File: src/rtl/gdu.sv
// Generalized data unpacker: takes one N*M-bit packed word and emits it as N-bit lanes, lane 0 first.
// Optional macro GDU_LAST_EN adds the dout_last output marking the final lane of each word.
module gdu #(
  parameter int N     = 8,
  parameter int M     = 4,
  parameter int LOG2M = 2
) (
  input  logic             clk,
  input  logic             reset_n,
  input  logic [N*M-1:0]   din,
  input  logic [LOG2M-1:0] din_lanes,
  input  logic             valid_din,
  output logic             ready_din,
  output logic [N-1:0]     dout,
  output logic             valid_dout,
`ifdef GDU_LAST_EN
  output logic             dout_last,
`endif
  input  logic             ready_dout
);

  typedef enum logic {
    EMPTY = 1'b0,
    DRAIN = 1'b1
  } state_t;

  localparam logic [LOG2M-1:0] LANE_ONE = 1;

  state_t                  state_q, state_d;
  logic [M-1:0][N-1:0]     hold_q, hold_d;
  logic [LOG2M-1:0]        lane_q, lane_d;
  logic [LOG2M-1:0]        last_q, last_d;
  logic [LOG2M-1:0]        lanes_clamped;
  logic                    at_last;
  logic                    in_xfer;
  logic                    out_xfer;

  // Lane-count encodings above M-1 only exist when M is not a power of two.
  generate
    if ((1 << LOG2M) > M) begin : g_clamp
      localparam logic [LOG2M-1:0] LAST_MAX = LOG2M'(M - 1);
      assign lanes_clamped = (din_lanes > LAST_MAX) ? LAST_MAX : din_lanes;
    end else begin : g_no_clamp
      assign lanes_clamped = din_lanes;
    end
  endgenerate

  assign at_last = (lane_q == last_q);

  always_comb begin
    state_d    = state_q;
    hold_d     = hold_q;
    lane_d     = lane_q;
    last_d     = last_q;
    ready_din  = 1'b0;
    valid_dout = 1'b0;

    case (state_q)
      EMPTY: ready_din = 1'b1;
      DRAIN: begin
        valid_dout = 1'b1;
        ready_din  = at_last & ready_dout;
      end
      default: ;
    endcase

    if (!reset_n) begin
      ready_din  = 1'b0;
      valid_dout = 1'b0;
    end

    in_xfer  = valid_din & ready_din;
    out_xfer = valid_dout & ready_dout;

    if ((state_q == DRAIN) && out_xfer) begin
      if (!at_last) begin
        lane_d = lane_q + LANE_ONE;
      end else begin
        lane_d  = '0;
        state_d = EMPTY;
      end
    end

    // A new word can only arrive when the held one is empty or leaving this cycle.
    if (in_xfer) begin
      hold_d  = din;
      last_d  = lanes_clamped;
      lane_d  = '0;
      state_d = DRAIN;
    end
  end

  always_ff @(posedge clk) begin
    if (!reset_n) begin
      state_q <= EMPTY;
      hold_q  <= '0;
      lane_q  <= '0;
      last_q  <= '0;
    end else begin
      state_q <= state_d;
      hold_q  <= hold_d;
      lane_q  <= lane_d;
      last_q  <= last_d;
    end
  end

  assign dout = valid_dout ? hold_q[lane_q] : '0;

`ifdef GDU_LAST_EN
  assign dout_last = valid_dout & at_last;
`endif

endmodule

File: config.mk
export PLATFORM = sky130hd
export DESIGN_NAME = gdu
export DESIGN_NICKNAME = d
export VERILOG_FILES = /design/src/rtl/gdu.sv
export SDC_FILE = /design/constraint.sdc
export NUM_CORES = 1
export LEC_CHECK = 0
export ABC_AREA = 0
export BUFFER_PORTS_ARGS = -buffer_cell sky130_fd_sc_hd__buf_4
export CAP_MARGIN = 20
export CORE_ASPECT_RATIO = 1.75
export CORE_UTILIZATION = 30
export DETAILED_ROUTE_END_ITERATION = 8
export REMOVE_ABC_BUFFERS = 1
export SLEW_MARGIN = 20
export SYNTH_ARGS = -nofsm -noshare
export SYNTH_HDL_FRONTEND = slang
export SYNTH_SLANG_ARGS = --single-unit
File: constraint.sdc
create_clock -name clk -period 2.6 [get_ports clk]
set_clock_uncertainty 0.2 [all_clocks]
set_input_delay 0.52 -clock clk [delete_from_list [all_inputs] [get_ports clk]]
set_output_delay 0.52 -clock clk [all_outputs]
set_load 0.005 [all_outputs]
==> flow_summary.toml <==
[outcome]
outcome = "finished clean"

[detailed_routing]
drtIter0Drc = 29
drc = 0
wl_met2_um = 1990
wl_met3_um = 107
routed_wl_um = 3770
wl_per_cell_um = 12.0
viasPerCell = 4.61
firstDrtPassIters = 4
vias = 1442
postRouteAntennaNets = 0
met1Wirelength_um = 1610
maxUsedRoutingLayer = "met4"

[grt]
grt_max_degree = 72
grt.total_usage_pct = 13.2
grt_pass1_wl_um = 6010
grt_pass1_vias = 1343
grt-ovfl-total = 0
antenna_found_initial = 0

[synth]
yosys.area.top_type = "dfxtp_1"
ys_ff_latch = 37
synth_xor_area_share_pct = 1.46
synth_top_family_by_area = "simple AND/OR/NAND/NOR gates"
ys_warn_count = 0
synthMuxAreaShare_pct = 10.5
synth_cell_type_count = 25
synth_fa_ha_area_share_pct = 0
synthTopCellsByArea = "dfxtp_1, mux4_2, nand3_1"
synth_cells = 196
synth.avg_cell_area_um2 = 8.73
synth_simple_gate_area_share_pct = 24.4
syn_area_mm2 = 0.00171
synth-compound-area-share_pct = 13.8
seq_area_frac_synth_pct = 43.3
synth_top_area_share_pct = 43.3

[timing]
setup_viol = 0
max_freq_ghz = 0.422
worst_slew_pin_slew_ns = 0.676
setup_tns_ns = 0
slew-limit-headroom_pct = 54.9
slew_viol_final = 0
setup_ws_ns = 0.228
rsz0062_at_grt = "no"
finalHoldViolCount = 0
period_share_pct = 91.2
min_period_ns = 2.37
fin_hold_ws_ns = 0.248

[clock_network]
clk_latency_ns = 0.28
clkSlewWorstSetupHoldPaths_ns = 0.07
cts_resized = 0
cts_buffers = 5
clkSinkCount = 37
cts_tree = "built"
cts_setup_buffers = 0
hold_buffers = 0
cts_buffer_depth = 2
cts-root-buf = "clkbuf_8"
cts_max_level = 2

[power_and_ir_drop]
p_leak_nw = 0.854
ir_worst_vdd_uv = 326
p_per_area_mw_per_mm2 = 567
power_w = 0.00124

[die]
die_y_um = 102
dieArea_mm2 = 0.00602
initial_utilization_pct = 30.9
fp-row-count = 36
die_x_um = 59.1
io-pin-count = 48
core_mm2 = 0.00554

[layout]
synthToLayoutAreaGrowth_pct = 27.6
fill_cells = 585
nets = 275
seq_area_um2 = 741
diodes = 0
utilization_pct = 39.4
drive_gt1_share_pct = 29.1
multi_input_area_um2 = 858

[critical_path]
path_max_fanout = 11
reg2reg_from = "lane_q[0]$_SDFFE_PP0P_"
endpoint_kind = "output pin"
crit_top_cell = "buf_4"
critPathArrivalTime_ns = 1.65
cp.depth = 4
rrSetupSlack_ns = 0.82
worst_path_max_delay_cell = "mux4_2"
cp_top_family = "multiplexers"
ff2ff_path_depth = 6
cp-endpoint = "dout[3]"
crit_start = "lane_q[0]$_SDFFE_PP0P_"
path_class = "flop to output pin"
crit_chain = "buf_4, mux4_2, and2_1, buf_4"
slowest_delay_ns = 0.51
r2r_end = "hold_q[5]$_SDFFE_PN0P_"
cp.buffers_inverters = 2
cp_data_required_time_ns = 1.88
crit_path_start_kind = "flop"

[run]
cap_violations = 0

[placement]
pre_cts_slack_ns = 0.525
gp_congestion = 0.699
port_buffers = 47
place_hpwl_um = 2540

[hold_path]
hold_path_class = "primary input to flop"
cells by family after synthesis:
group | count (synthesis)
mux | 8
simple gates | 87
flops | 37
compound gates | 42
buf+inv | 20
xor+xnor | 2
cell type report:
cell class                 instances  share of cell area [%]
timing repair buffer              53                    18.2
clock buffer                       7                    3.96
tap                               76                    4.36
inverter                           1                   0.172
multi-input combinational        139                    39.3
sequential                        37                    33.9
layer usage:
metal,vias up,GRT usage (%)
met3,6,1.90
met2,21,22.7
met5,-,0
met1,657,15.5
li1,758,-
met4,0,6.59
cells in the mapped netlist, drive strengths merged:
| master | instances |
|---|---|
| nor2b | 4 |
| or3b | 1 |
| o21ai | 35 |
| dfxtp | 37 |
| a21boi | 1 |
| clkbuf | 11 |
| nand3 | 34 |
| mux4 | 8 |
| buf | 8 |
| nand4b | 1 |
| nand2 | 35 |
| o31ai | 1 |
| nand2b | 2 |
| o211ai | 1 |
| inv | 1 |
| xor2 | 2 |
| a31oi | 2 |
| o21a | 1 |
| nor2 | 1 |
| a21oi | 1 |
| and2 | 9 |
through the flow:
stage	std cells	cell area, µm²
after floorplan	177	1600
after global placement	306	2100
after detailed placement	306	2100
after CTS	313	2180
after global routing	313	2180
final	313	2180
worst min-delay path by stage:
stage / endpoint / from / cells past startpoint / slack [ns]
after floorplan: hold_q[26]$_SDFFE_PN0P_ / hold_q[26]$_SDFFE_PN0P_ / 2 / 0.23
after global placement: hold_q[26]$_SDFFE_PN0P_ / hold_q[26]$_SDFFE_PN0P_ / 2 / 0.24
after detailed placement: hold_q[26]$_SDFFE_PN0P_ / hold_q[26]$_SDFFE_PN0P_ / 2 / 0.24
after CTS: last_q[1]$_SDFFE_PN0P_ / din_lanes[1] / 3 / 0.24
after global routing: hold_q[9]$_SDFFE_PN0P_ / din[9] / 3 / 0.25
final: last_q[0]$_SDFFE_PN0P_ / din_lanes[0] / 3 / 0.25
flip-flops by register name, summed over array words and instances (netlist names):
name and cells:
state_q 1, hold_q 32, last_q 2, lane_q 2
where the power goes:
| group | internal (W) | switching [W] |
|---|---|---|
| Clock | 0.000210 | 0.000188 |
| Sequential | 0.000613 | 0.0000240 |
| Combinational | 0.000103 | 0.0000988 |
worst min-delay path: cells and delay by family:
family / cells / cell delay [ns]
buffers and inverters: 1 / 0.07
AO/OA/AOI/OAI: 1 / 0.06
AND/OR/NAND/NOR: 1 / 0.05
layout by cell type, fill, tap and decap left out, drive strengths merged:
cell | netlist | final
dfxtp | 37 | 37
inv | 1 | 1
and2 | 9 | 9
mux4 | 8 | 8
a31oi | 2 | 2
xor2 | 2 | 2
o21a | 1 | 1
nand3 | 34 | 34
o21ai | 35 | 35
or3b | 1 | 1
nor2 | 1 | 1
clkbuf | 11 | 7
nand4b | 1 | 1
a21boi | 1 | 1
nor2b | 4 | 4
nand2b | 2 | 2
buf | 8 | 53
o31ai | 1 | 1
o211ai | 1 | 1
nand2 | 35 | 35
a21oi | 1 | 1
Note: power is estimated with default switching activity, not from simulation.
